--- src/rtl/cla_addsub_pipe_if.sv ---
`default_nettype none
// ============================================================================
//  Module      : cla_addsub_pipe_if
//  Description : Handshake and data bundle for the pipelined CLA
//                adder/subtractor.
//                Operand side : In_valid, In_ready, A, B, Sub
//                Result side  : Out_valid, Out_ready, F, Co, Ovf, Zero
//                The master modport belongs to the producer/consumer
//                environment. The slave modport belongs to the adder.
//  Revision    : 1.0  initial release
// ============================================================================
interface cla_addsub_pipe_if #(
  parameter int WIDTH = 24
);
  logic             In_valid;
  logic             In_ready;
  logic [WIDTH-1:0] A;
  logic [WIDTH-1:0] B;
  logic             Sub;
  logic             Out_valid;
  logic             Out_ready;
  logic [WIDTH-1:0] F;
  logic             Co;
  logic             Ovf;
  logic             Zero;

  modport master (
    output In_valid, A, B, Sub, Out_ready,
    input  In_ready, Out_valid, F, Co, Ovf, Zero
  );

  modport slave (
    input  In_valid, A, B, Sub, Out_ready,
    output In_ready, Out_valid, F, Co, Ovf, Zero
  );
endinterface
`default_nettype wire

--- src/rtl/cla_addsub_pipe.sv ---
`default_nettype none
// ============================================================================
//  Module      : cla_addsub_pipe
//  Description : Pipelined carry-lookahead adder/subtractor with valid/ready
//                handshakes. The operand is cut into STAGES segments. Each
//                pipeline stage finishes one segment, and the segment carry
//                is registered between stages. Inside a segment, GROUP-bit
//                lookahead blocks ripple their carries into one another.
//  Ports       : Clk   - clock, rising edge
//                Rst_n - asynchronous active-low reset
//                bus   - cla_addsub_pipe_if.slave, carrying the operand
//                        handshake (In_valid/In_ready, A, B, Sub) and the
//                        result handshake (Out_valid/Out_ready, F, Co, Ovf,
//                        Zero)
//  Revision    : 1.0  initial release
// ============================================================================
module cla_addsub_pipe #(
  parameter int WIDTH  = 24,
  parameter int GROUP  = 4,
  parameter int STAGES = 2
) (
  input  logic                Clk,
  input  logic                Rst_n,
  cla_addsub_pipe_if.slave    bus
);

  localparam int SEG  = WIDTH / STAGES;
  localparam int NGRP = SEG / GROUP;

  // One lookahead group. Every carry is formed directly from cin and the
  // group's g/p terms (sum of products), so no carry waits on a lower one.
  // Result is {carry_out, sum}.
  function automatic logic [GROUP:0] cla_group(
    input logic [GROUP-1:0] a,
    input logic [GROUP-1:0] b,
    input logic             cin
  );
    logic [GROUP-1:0] g;
    logic [GROUP-1:0] p;
    logic [GROUP:0]   c;
    logic             term;
    g    = a & b;
    p    = a ^ b;
    c    = '0;
    c[0] = cin;
    for (int i = 0; i < GROUP; i++) begin
      c[i+1] = cin;
      for (int j = 0; j <= i; j++) c[i+1] = c[i+1] & p[j];
      for (int j = 0; j <= i; j++) begin
        term = g[j];
        for (int m = j + 1; m <= i; m++) term = term & p[m];
        c[i+1] = c[i+1] | term;
      end
    end
    return {c[GROUP], p ^ c[GROUP-1:0]};
  endfunction

  // One segment: lookahead groups chained by their group carry.
  // Result is {carry_out, sum}.
  function automatic logic [SEG:0] cla_segment(
    input logic [SEG-1:0] a,
    input logic [SEG-1:0] b,
    input logic           cin
  );
    logic [SEG-1:0] s;
    logic           c;
    logic [GROUP:0] r;
    s = '0;
    c = cin;
    for (int k = 0; k < NGRP; k++) begin
      r                  = cla_group(a[k*GROUP +: GROUP], b[k*GROUP +: GROUP], c);
      s[k*GROUP +: GROUP] = r[GROUP-1:0];
      c                  = r[GROUP];
    end
    return {c, s};
  endfunction

  // Index 0 of each pipe array is the live input. Index k (k >= 1) is the
  // content registered in stage k.
  logic [STAGES:0]    v;
  logic [STAGES+1:1]  en;
  logic [WIDTH-1:0]   a_pipe [0:STAGES-1];
  logic [WIDTH-1:0]   b_pipe [0:STAGES-1];
  logic [WIDTH-1:0]   f_pipe [0:STAGES-1];
  logic [STAGES-1:0]  c_pipe;

  assign v[0]      = bus.In_valid;
  assign a_pipe[0] = bus.A;
  // Subtraction is handled as A + ~B + 1. B is inverted once, here, and the
  // +1 enters as the carry-in of segment 0.
  assign b_pipe[0] = bus.B ^ {WIDTH{bus.Sub}};
  assign f_pipe[0] = '0;
  assign c_pipe[0] = bus.Sub;

  // Back-pressure: a stage may load when it is empty or its successor loads.
  assign en[STAGES+1] = bus.Out_ready;
  assign bus.In_ready  = en[1];
  assign bus.Out_valid = v[STAGES];

  for (genvar k = 1; k <= STAGES; k++) begin : g_stage
    localparam int LO = (k - 1) * SEG;

    logic [SEG:0]     seg_res;
    logic [WIDTH-1:0] f_next;
    logic             v_q;

    assign seg_res = cla_segment(a_pipe[k-1][LO +: SEG], b_pipe[k-1][LO +: SEG], c_pipe[k-1]);

    always_comb begin
      f_next            = f_pipe[k-1];
      f_next[LO +: SEG] = seg_res[SEG-1:0];
    end

    assign en[k] = !v[k] || en[k+1];
    assign v[k]  = v_q;

    always_ff @(posedge Clk or negedge Rst_n) begin
      if (!Rst_n) begin
        v_q <= 1'b0;
      end else if (en[k]) begin
        v_q <= v[k-1];
      end
    end

    if (k < STAGES) begin : g_mid
      logic [WIDTH-1:0] a_q;
      logic [WIDTH-1:0] b_q;
      logic [WIDTH-1:0] f_q;
      logic             c_q;

      always_ff @(posedge Clk or negedge Rst_n) begin
        if (!Rst_n) begin
          a_q <= '0;
          b_q <= '0;
          f_q <= '0;
          c_q <= 1'b0;
        end else if (en[k]) begin
          a_q <= a_pipe[k-1];
          b_q <= b_pipe[k-1];
          f_q <= f_next;
          c_q <= seg_res[SEG];
        end
      end

      assign a_pipe[k] = a_q;
      assign b_pipe[k] = b_q;
      assign f_pipe[k] = f_q;
      assign c_pipe[k] = c_q;
    end else begin : g_last
      logic             ovf_next;
      logic [WIDTH-1:0] f_q;
      logic             co_q;
      logic             ovf_q;
      logic             zero_q;

      // Carry-in XOR carry-out of the MSB is true exactly when both operands
      // (B already inverted) share a sign and the sum's sign differs from it.
      assign ovf_next = (a_pipe[k-1][WIDTH-1] == b_pipe[k-1][WIDTH-1]) &&
                        (f_next[WIDTH-1] != a_pipe[k-1][WIDTH-1]);

      always_ff @(posedge Clk or negedge Rst_n) begin
        if (!Rst_n) begin
          f_q    <= '0;
          co_q   <= 1'b0;
          ovf_q  <= 1'b0;
          zero_q <= 1'b0;
        end else if (en[k]) begin
          f_q    <= f_next;
          co_q   <= seg_res[SEG];
          ovf_q  <= ovf_next;
          zero_q <= ~|f_next;
        end
      end

      assign bus.F    = f_q;
      assign bus.Co   = co_q;
      assign bus.Ovf  = ovf_q;
      assign bus.Zero = zero_q;
    end
  end

endmodule
`default_nettype wire

--- src/flat_wrapper.sv ---
// flat-port wrapper written by rule: the top's interface ports become plain ports
module cla_addsub_pipe_flat 
#(
  parameter int WIDTH  = 24,
  parameter int GROUP  = 4,
  parameter int STAGES = 2
)
  (Clk, Rst_n, bus_In_valid, bus_A, bus_B, bus_Sub, bus_Out_ready, bus_In_ready, bus_Out_valid, bus_F, bus_Co, bus_Ovf, bus_Zero);
  cla_addsub_pipe_if #(.WIDTH(WIDTH)) bus_i ();
  input  logic Clk;
  input  logic Rst_n;
  input wire logic [$bits(bus_i.In_valid)-1:0] bus_In_valid;
  input wire logic [$bits(bus_i.A)-1:0] bus_A;
  input wire logic [$bits(bus_i.B)-1:0] bus_B;
  input wire logic [$bits(bus_i.Sub)-1:0] bus_Sub;
  input wire logic [$bits(bus_i.Out_ready)-1:0] bus_Out_ready;
  output wire logic [$bits(bus_i.In_ready)-1:0] bus_In_ready;
  output wire logic [$bits(bus_i.Out_valid)-1:0] bus_Out_valid;
  output wire logic [$bits(bus_i.F)-1:0] bus_F;
  output wire logic [$bits(bus_i.Co)-1:0] bus_Co;
  output wire logic [$bits(bus_i.Ovf)-1:0] bus_Ovf;
  output wire logic [$bits(bus_i.Zero)-1:0] bus_Zero;
  assign bus_i.In_valid = bus_In_valid;
  assign bus_i.A = bus_A;
  assign bus_i.B = bus_B;
  assign bus_i.Sub = bus_Sub;
  assign bus_i.Out_ready = bus_Out_ready;
  assign bus_In_ready = bus_i.In_ready;
  assign bus_Out_valid = bus_i.Out_valid;
  assign bus_F = bus_i.F;
  assign bus_Co = bus_i.Co;
  assign bus_Ovf = bus_i.Ovf;
  assign bus_Zero = bus_i.Zero;
  cla_addsub_pipe #(.WIDTH(WIDTH), .GROUP(GROUP), .STAGES(STAGES)) u_core (.Clk(Clk), .Rst_n(Rst_n), .bus(bus_i));
endmodule
--- config.mk ---
export PLATFORM = sky130hd
export DESIGN_NAME = cla_addsub_pipe_flat
export DESIGN_NICKNAME = d
export VERILOG_FILES = /design/src/rtl/cla_addsub_pipe_if.sv /design/src/rtl/cla_addsub_pipe.sv /design/src/flat_wrapper.sv
export SDC_FILE = /design/constraint.sdc
export NUM_CORES = 1
export LEC_CHECK = 0
export CORE_MARGIN = 10
export CORE_UTILIZATION = 54
export DETAILED_ROUTE_END_ITERATION = 16
export GPL_ROUTABILITY_DRIVEN = 0
export PLACE_DENSITY = 0.84
export SETUP_SLACK_MARGIN = 0.15
export SYNTH_ARGS = -nofsm -noshare
export SYNTH_HDL_FRONTEND = slang
export SYNTH_SLANG_ARGS = --single-unit
--- constraint.sdc ---
create_clock -name Clk -period 8.7 [get_ports Clk]
set_clock_uncertainty 0.1 [all_clocks]
set_input_delay 1.305 -clock Clk [delete_from_list [all_inputs] [get_ports Clk]]
set_output_delay 1.305 -clock Clk [all_outputs]
set_load 0.005 [all_outputs]
==> impl_metrics.json, run 1 <==
{
  "rr_endpoint": "u_core.bus.Zero",
  "synth_largest_area_cell": "dfrtp_1",
  "yosysSeqAreaShare_pct": 47.0,
  "worstPathCellList": "clkdlybuf4s50_1 -> buf_4 -> xor2_1 -> ha_1 -> ha_1 -> o21a_1 -> o21a_1 -> o21a_1 -> or2_1 -> ha_1 -> o21a_1 -> o21a_1 -> o21a_1 -> or2_1 -> ha_1 -> o21a_1 -> o21a_1 -> or3_1 -> nand2_1 -> a21oi_1",
  "grt_max_degree": 67,
  "die_x_um": 101,
  "drc": 0,
  "root_buffer": "clkbuf_8",
  "num-fill-cells": 456,
  "hp-class": "register to register",
  "critical_path_required_ns": 8.79,
  "critPathLaunchType": "input pin",
  "startpoint": "bus_Sub",
  "outcome": "finished clean",
  "async_reset_ff_share_pct": 100,
  "max-cap-violations": 0,
  "drive_gt1_share_pct": 5.83,
  "setup_tns_ns": 0,
  "path_max_fanout": 26,
  "slew_violations": 0,
  "cts.htree.levels": 3,
  "ys.flop_type": "dfrtp_1",
  "drt-total-wl_mm": 8.42,
  "final_util_pct": 72.9,
  "max_freq_mhz": 183,
  "dieHeight_um": 101,
  "p_leak_uw": 0.00206,
  "synth-seq-cells": 66,
  "fin_crit_sh_pct": 62.6,
  "cts_tree": "yes",
  "antenna_cells": 0,
  "grt_pass1_wl_mm": 13.9,
  "critPathTopFamily": "compound AO/OA/AOI/OAI gates",
  "critical_path_class": "input pin to register",
  "slowest_delay_ns": 0.45,
  "ir_drop_mv": 0.173,
  "drt-initial-drc-count": 171,
  "rrSetupSlack_ns": 4.16,
  "yosysTopAreaCellShare_pct": 47.0,
  "cpMaxStageDelayCell": "clkdlybuf4s50_1",
  "hold_path_startpoint": "u_core.bus.F[3]",
  "insertion_delay_ns": 0.34,
  "p_per_area_nw_per_um2": 234,
  "grt_antenna_before_repair": 0,
  "synth_nets": 431,
  "ys_top_cells_by_area": "dfrtp_1 47%, ha_1 11%, nand2_1 6.6%",
  "yosysMostFrequentCell": "dfrtp_1",
  "start_util_pct": 55.3,
  "coreArea_um2": 6350,
  "syn_to_final_growth_pct": 31.9,
  "setup_viol": 0,
  "holdBufCountCts": 0,
  "num_vias": 2706,
  "yosys_warnings": 0,
  "worst-endpoint-arrival_ns": 5.54,
  "avgSynthCellArea_um2": 10.2,
  "vias_per_cell": 5.35,
  "worstMarginPinSlew_ns": 1.09,
  "grt_overflow": 0,
  "nets": 512,
  "r2r-start": "u_core.g_stage[1].g_mid.a_q[12]",
  "synth_cells": 343,
  "rsz0062_at_grt": "false",
  "dr.pass1.iters": 4,
  "synth_enable_flop_cells": 0,
  "relSlewSlack_pct": 27.2,
  "cts_max_path_buffers": 2,
  "wire_per_inst_um": 16.6,
  "rr_worst_depth": 16,
  "syn_area_um2": 3510,
  "finalHoldViolCount": 0,
  "ys_types": 34,
  "min_period_ns": 5.45,
  "postCtsSetupBuffers": 0,
  "cts_made_buffers": 9,
  "cp-end-kind": "register",
  "synth_commonest_cells": "66 x dfrtp_1, 62 x nand2_1, 30 x ha_1, 28 x nor2_1, 21 x a21oi_1",
  "pin_count": 82,
  "grt_pass1_vias": 2878,
  "dieArea_um2": 10100,
  "cpMostUsedCell": "o21a_1",
  "grt_usage_pct": 17.1,
  "clock_sinks": 66,
  "cts_resized": 0,
  "clk_pin_slew_ns": 0.08,
  "ant_nets": 0,
  "cp_num_cells": 20,
  "worst-path-buf-inv": 2,
  "core.rowCount": 29,
  "endpoint": "u_core.g_stage[1].g_mid.f_q[11]",
  "post-dp-hpwl_mm": 6.40,
  "portBuffers": 81
}
cell families (layout without fill, tap and decap cells):
kind of cell,count (synthesis),in the layout,share of synthesized area (%)
compound gates,56,56,9.58
xor+xnor,34,34,8.48
fa+ha+maj,35,35,13.5
buf+inv,22,108,2.46
flops,66,66,47.0
mux,16,16,5.09
simple gates,114,114,13.8
worst register-to-register path, cell delays in order, from the launching register on:
cell and delay, ns:
dfrtp_1 0.41, ha_1 0.31, ha_1 0.21, o211ai_1 0.20
nand3b_1 0.15, a21o_1 0.25, ha_1 0.22, o21a_1 0.20
o21a_1 0.20, o21ai_1 0.13, nand2b_1 0.14, fa_1 0.54
nor4_1 0.29, and4_1 0.24, nand4_1 0.10, or4b_1 0.54
o31ai_2 0.22
metrics by stage:
| stage | setup WS (ns) | hold slack (ns) | cells | cell area, um^2 | power, uW |
|---|---|---|---|---|---|
| finish | 3.25 | 0.367 | 506 | 4630 | 1080 |
| global route | 2.95 | 0.403 | 506 | 4630 | 1150 |
| CTS | 3.25 | 0.374 | 506 | 4630 | 1090 |
| detailed placement | 2.94 | 0.356 | 490 | 4390 | 774 |
| global placement | 3.06 | 0.349 | 490 | 4390 | 754 |
| floorplan | 3.43 | 0.335 | 343 | 3510 | 596 |
area by class of cell:
| cell class | instances | area [um^2] | share of cell area, % |
|---|---|---|---|
| clock buffer | 10 | 128 | 2.76 |
| timing repair buffer | 85 | 836 | 18.0 |
| tap | 77 | 96.3 | 2.08 |
| clock inverter | 6 | 115 | 2.49 |
| multi-input combinational | 255 | 1780 | 38.4 |
| sequential | 66 | 1650 | 35.7 |
| inverter | 7 | 26.3 | 0.567 |
layout by cell type, fill, tap and decap left out, types with 2 or more instances in the layout:
master,n
a21oi_1,21
xor2_1,15
nand2b_1,4
ha_1,30
mux2_1,13
or2_1,2
nor3_1,7
mux2_2,2
o21a_1,15
nor2_1,28
dfrtp_1,66
bufinv_16,3
nor4_1,4
nand2_1,61
fa_1,5
o21ai_1,9
buf_4,4
clkdlybuf4s50_1,80
clkbuf_8,9
clkinv_4,2
inv_1,7
o21ai_0,5
xnor2_1,19
per-layer routing:
metal,share of wire [%],vias up,GRT usage (%)
met5,0,-,0
met4,1.5,0,6.85
met3,5.5,11,3.84
met2,51,63,28.6
met1,42,1315,20.9
li1,-,1317,-
worst min-delay path by stage:
stage                                       to  slack [ns]  cells past startpoint
after floorplan           u_core.bus.Out_valid        0.33                      1
after global placement         u_core.bus.F[3]        0.35                      2
after detailed placement       u_core.bus.F[3]        0.36                      2
after CTS                     u_core.bus.F[22]        0.37                      2
after global routing          u_core.bus.F[22]        0.40                      2
final                          u_core.bus.F[3]        0.37                      2
report_power, final:
part | total (uW) | switching [uW] | internal (uW)
Clock | 313 | 122 | 191
Combinational | 341 | 156 | 185
Sequential | 428 | 50.2 | 378
Total | 1080 | 328 | 755
sequential cells by signal, summed over array words and instances (netlist names):
| signal | cells |
|---|---|
| u_core.g_stage.v_q | 1 |
| u_core.g_stage.g_mid.b_q | 12 |
| u_core.g_stage.g_mid.c_q | 1 |
| u_core.bus.Ovf | 1 |
| u_core.bus.Out_valid | 1 |
| u_core.g_stage.g_mid.f_q | 12 |
| u_core.bus.Co | 1 |
| u_core.bus.Zero | 1 |
| u_core.g_stage.g_mid.a_q | 12 |
| u_core.bus.F | 24 |
(Power assumes the default switching activity.)
==> run 2: changes to the inputs <==
--- a/config.mk
+++ b/config.mk
@@ -6,10 +6,10 @@
 export NUM_CORES = 1
 export LEC_CHECK = 0
 export CORE_MARGIN = 10
-export CORE_UTILIZATION = 54
+export CORE_UTILIZATION = 50
 export DETAILED_ROUTE_END_ITERATION = 16
 export GPL_ROUTABILITY_DRIVEN = 0
-export PLACE_DENSITY = 0.84
+export PLACE_DENSITY = 0.79
 export SETUP_SLACK_MARGIN = 0.15
 export SYNTH_ARGS = -nofsm -noshare
 export SYNTH_HDL_FRONTEND = slang
==> constraint.sdc (replaced) <==
create_clock -name Clk -period 5.2 [get_ports Clk]
set_clock_uncertainty 0.1 [all_clocks]
set_input_delay 0.78 -clock Clk [delete_from_list [all_inputs] [get_ports Clk]]
set_output_delay 0.78 -clock Clk [all_outputs]
set_load 0.005 [all_outputs]
==> impl_metrics.json, run 2 (same netlist as run 1, synthesis figures left out) <==
{
  "final_cell_mix": "80 x clkdlybuf4s50_1, 66 x dfrtp_1, 61 x nand2_1",
  "rsz0062_at_grt": "false",
  "drt-total-wl_mm": 7.79,
  "grt_pass1_wl_mm": 13.3,
  "relSlewSlack_pct": 46.6,
  "die_x_um": 104,
  "p_per_area_nw_per_um2": 363,
  "cpMostUsedCell": "o21a_1",
  "p_leak_uw": 0.00205,
  "grt_antenna_before_repair": 0,
  "cts_made_buffers": 9,
  "holdBufCountCts": 0,
  "critPathLaunchType": "input pin",
  "drive_gt1_share_pct": 6.50,
  "drt-initial-drc-count": 126,
  "vias_per_cell": 4.94,
  "drc": 0,
  "max_freq_mhz": 220,
  "ant_nets": 0,
  "placed_area_um2": 4430,
  "largest_reg_flops": 24,
  "setup_slack_ns": 0.651,
  "wire_per_inst_um": 14.8,
  "nets": 514,
  "dr.pass1.iters": 4,
  "cts.htree.levels": 3,
  "outcome": "finished clean",
  "dieArea_um2": 10800,
  "grt_pass1_vias": 2756,
  "fin_crit_sh_pct": 87.5,
  "cpMaxStageDelayCell": "clkdlybuf4s50_1",
  "grt_util_met3_pct": 3.66,
  "root_buffer": "clkbuf_8",
  "min_period_ns": 4.55,
  "grt_overflow": 0,
  "cts_tree": "yes",
  "coreArea_um2": 6790,
  "worst-endpoint-arrival_ns": 4.65,
  "clk_pin_slew_ns": 0.07,
  "max-cap-violations": 0,
  "portBuffers": 81,
  "final_cells": 527,
  "syn_to_final_growth_pct": 31.5,
  "insertion_delay_ns": 0.35,
  "slowest_delay_ns": 0.49,
  "pin_count": 82,
  "busiest_layer": "met2",
  "setup_viol": 0,
  "grt_use_met1_pct": 19.5,
  "finalHoldViolCount": 0,
  "dieHeight_um": 104,
  "dp_slack_ns": 0.283,
  "hp-class": "register to register",
  "grtUsageMet2_pct": 22.6,
  "start_util_pct": 51.7,
  "worstMarginPinSlew_ns": 0.800,
  "cts_max_path_buffers": 2,
  "worstPathCellList": "clkdlybuf4s50_1 -> buf_4 -> xor2_1 -> ha_1 -> o21a_1 -> o21a_1 -> o21a_1 -> or2_1 -> ha_1 -> o21a_1 -> o21a_1 -> o21a_1 -> or2_1 -> ha_1 -> o21a_1 -> o21a_1 -> or3_1 -> nand2_1 -> a21oi_1",
  "path_max_fanout": 12,
  "final_cell_area_um2": 4620,
  "critical_path_required_ns": 5.30,
  "grt_max_degree": 67,
  "postCtsSetupBuffers": 0,
  "core.rowCount": 30,
  "grt_usage_pct": 14.9,
  "cts_resized": 0,
  "num_vias": 2606,
  "critical_path_class": "input pin to register",
  "clock_sinks": 66,
  "setup_tns_ns": 0,
  "cp-end-kind": "register",
  "dp_cells": 511,
  "ir_drop_mv": 0.144,
  "layout_commonest_cell": "clkdlybuf4s50_1",
  "antenna_cells": 0,
  "post-dp-hpwl_mm": 6.07,
  "slew_violations": 0
}
run 2: stage by stage:
stage | util, % | hold slack, ns | total power, uW
after CTS | 68.0 | 0.373 | 1690
final | 68.0 | 0.367 | 1680
after global placement | 65.2 | 0.349 | 1270
after global routing | 68.0 | 0.398 | 1790
after detailed placement | 65.2 | 0.357 | 1290
after floorplan | - | 0.335 | 998
run 2: cell type report:
type                    instances  area [um^2]
fillers                       549         2180
multi-input cells             255         1780
flip-flops and latches         66         1650
repair buffers                 87          851
clock buffers                  12          165
well taps                      96          120
inverters                       7         26.3
clock inverters                 4         25.0
run 2: path summary, 6_finish.rpt:
kind,start,end,slack (ns),cells after the start
hold reg to reg,u_core.bus.F[20],u_core.bus.F[20],0.37,2
max in group asynchronous,Rst_n,u_core.g_stage[1].g_mid.f_q[4],3.98,2
min in group asynchronous,Rst_n,u_core.g_stage[1].g_mid.a_q[16],0.49,2
hold / removal,u_core.bus.F[20],u_core.bus.F[20],0.37,2
setup / recovery,bus_Sub,u_core.g_stage[1].g_mid.f_q[11],0.65,19
setup reg to reg,u_core.g_stage[1].g_mid.a_q[12],u_core.bus.Zero,0.73,16
run 2: worst max-delay path, delay by kind of cell:
family	cells	cell delay [ns]
adder cells (fa/ha/maj)	3	0.67
buffers and inverters	2	0.72
XOR/XNOR	1	0.17
AO/OA/AOI/OAI	9	1.48
AND/OR/NAND/NOR	4	0.82
run 2: layer usage:
metal | routed length, um | share of wire [%]
met5 | 0 | 0
met4 | 153 | 2.0
met3 | 359 | 4.6
met2 | 3550 | 46
met1 | 3730 | 48
run 2: report_power, final:
group	switching (uW)	internal, uW
Sequential	77.6	633
Combinational	250	309
Clock	196	210
Total	524	1150
==> run 3: changes to the inputs <==
--- a/config.mk
+++ b/config.mk
@@ -5,11 +5,10 @@
 export SDC_FILE = /design/constraint.sdc
 export NUM_CORES = 1
 export LEC_CHECK = 0
-export CORE_MARGIN = 10
-export CORE_UTILIZATION = 50
+export CORE_UTILIZATION = 40
 export DETAILED_ROUTE_END_ITERATION = 16
 export GPL_ROUTABILITY_DRIVEN = 0
-export PLACE_DENSITY = 0.79
+export PLACE_DENSITY = 0.65
 export SETUP_SLACK_MARGIN = 0.15
 export SYNTH_ARGS = -nofsm -noshare
 export SYNTH_HDL_FRONTEND = slang
==> impl_metrics.json, run 3 (same netlist as run 1, synthesis figures left out) <==
{
  "total_power_uw": 1660,
  "grt_usage_pct": 18.0,
  "pin_count": 82,
  "clock_sinks": 66,
  "insertion_delay_ns": 0.33,
  "ir_drop_mv": 0.120,
  "coreArea_um2": 8340,
  "cp-end-kind": "register",
  "vias_per_cell": 4.78,
  "largest_reg_flops": 24,
  "start_util_pct": 42.1,
  "wire_per_inst_um": 13.7,
  "grt_overflow": 0,
  "rr_worst_depth": 16,
  "clk_pin_slew_ns": 0.07,
  "cts_max_path_buffers": 2,
  "slew_violations": 0,
  "fin_crit_sh_pct": 88.9,
  "p_per_area_nw_per_um2": 359,
  "layout_commonest_cell": "clkdlybuf4s50_1",
  "worst-endpoint-arrival_ns": 4.71,
  "postCtsSetupBuffers": 0,
  "grt_pass1_wl_mm": 12.3,
  "num-fill-cells": 766,
  "grt_pass1_vias": 2522,
  "root_buffer": "clkbuf_8",
  "die_x_um": 95.7,
  "holdBufCountCts": 0,
  "cts_tree": "yes",
  "min_period_ns": 4.62,
  "antenna_cells": 0,
  "portBuffers": 81,
  "worstMarginPinSlew_ns": 0.819,
  "setup_viol": 0,
  "final_cell_mix": "80 x clkdlybuf4s50_1, 66 x dfrtp_1, 61 x nand2_1",
  "max_freq_mhz": 216,
  "cts.htree.levels": 3,
  "dieHeight_um": 95.7,
  "ant_nets": 0,
  "drive_gt1_share_pct": 6.03,
  "drt-total-wl_mm": 7.33,
  "grt_antenna_before_repair": 0,
  "post-dp-hpwl_mm": 5.60,
  "hp-class": "register to register",
  "critical_path_required_ns": 5.28,
  "setup_tns_ns": 0,
  "dr.pass1.iters": 4,
  "fin_hold_ws_ns": 0.365,
  "relSlewSlack_pct": 45.4,
  "holdPathStages": 2,
  "drt-initial-drc-count": 73,
  "grt_max_degree": 67,
  "core.rowCount": 33,
  "critPathLaunchType": "input pin",
  "p_leak_uw": 0.00205,
  "max-cap-violations": 0,
  "seq_area_um2": 1650,
  "path_max_fanout": 13,
  "nets": 514,
  "rsz0062_at_grt": "false",
  "outcome": "finished clean",
  "cts_resized": 0,
  "num_vias": 2561,
  "cts_made_buffers": 9,
  "multiInputGateArea_um2": 1780,
  "critical_path_class": "input pin to register",
  "drc": 0,
  "syn_to_final_growth_pct": 31.6,
  "finalHoldViolCount": 0,
  "dieArea_um2": 9160
}
[run 3: cell count changes in the layout (fill, tap and decap cells not counted)]
cell	previous run	this run
clkbuf_1	0	2
clkinvlp_4	2	0
[run 3: metal layers]
layer | track usage, % | share of wire (%) | vias up
li1 | - | - | 1316
met1 | 26.7 | 51 | 1179
met2 | 26.1 | 44 | 58
met3 | 2.84 | 3.8 | 8
met4 | 7.09 | 1.3 | 0
met5 | 0 | 0 | -
[run 3: worst max-delay path, cell delays in order]
cell,delay (ns)
clkdlybuf4s50_1,0.51
buf_4,0.25
xor2_1,0.17
ha_1,0.27
o21a_1,0.13
o21a_1,0.19
o21a_1,0.18
or2_1,0.23
ha_1,0.20
o21a_1,0.18
o21a_1,0.19
o21a_1,0.18
or2_1,0.23
ha_1,0.20
o21a_1,0.18
o21a_1,0.19
or3_1,0.30
nand2_1,0.08
a21oi_1,0.06
[run 3: path summary, 6_finish.rpt]
path	from	slack (ns)	end
max	bus_Sub	0.58	u_core.g_stage[1].g_mid.f_q[11]
min	u_core.bus.F[11]	0.36	u_core.bus.F[11]
max reg2reg	u_core.g_stage[1].g_mid.a_q[12]	0.70	u_core.bus.Zero
min reg2reg	u_core.bus.F[11]	0.36	u_core.bus.F[11]
max in group asynchronous	Rst_n	3.94	u_core.g_stage[1].g_mid.f_q[6]
min in group asynchronous	Rst_n	0.53	u_core.g_stage[1].g_mid.a_q[16]
[run 3: final cells by class]
class | instances | share of cell area (%)
clock buffer | 14 | 3.74
clock inverter | 2 | 0.217
inverter | 7 | 0.568
multi-input combinational | 255 | 38.5
sequential | 66 | 35.7
tap | 105 | 2.84
timing repair buffer | 87 | 18.4
[run 3: through the flow]
step                      cells  setup WS (ns)  cell area (um^2)  util [%]
after floorplan             343          0.457              3510         -
after global placement      520          0.362              4440      53.2
after detailed placement    520          0.229              4440      53.2
after CTS                   536          0.590              4620      55.4
after global routing        536          0.369              4620      55.4
final                       536          0.577              4620      55.4
[run 3: where the power goes]
part / switching, uW / internal [uW]
combinational: 245 / 308
sequential: 78.5 / 633
clock: 183 / 211
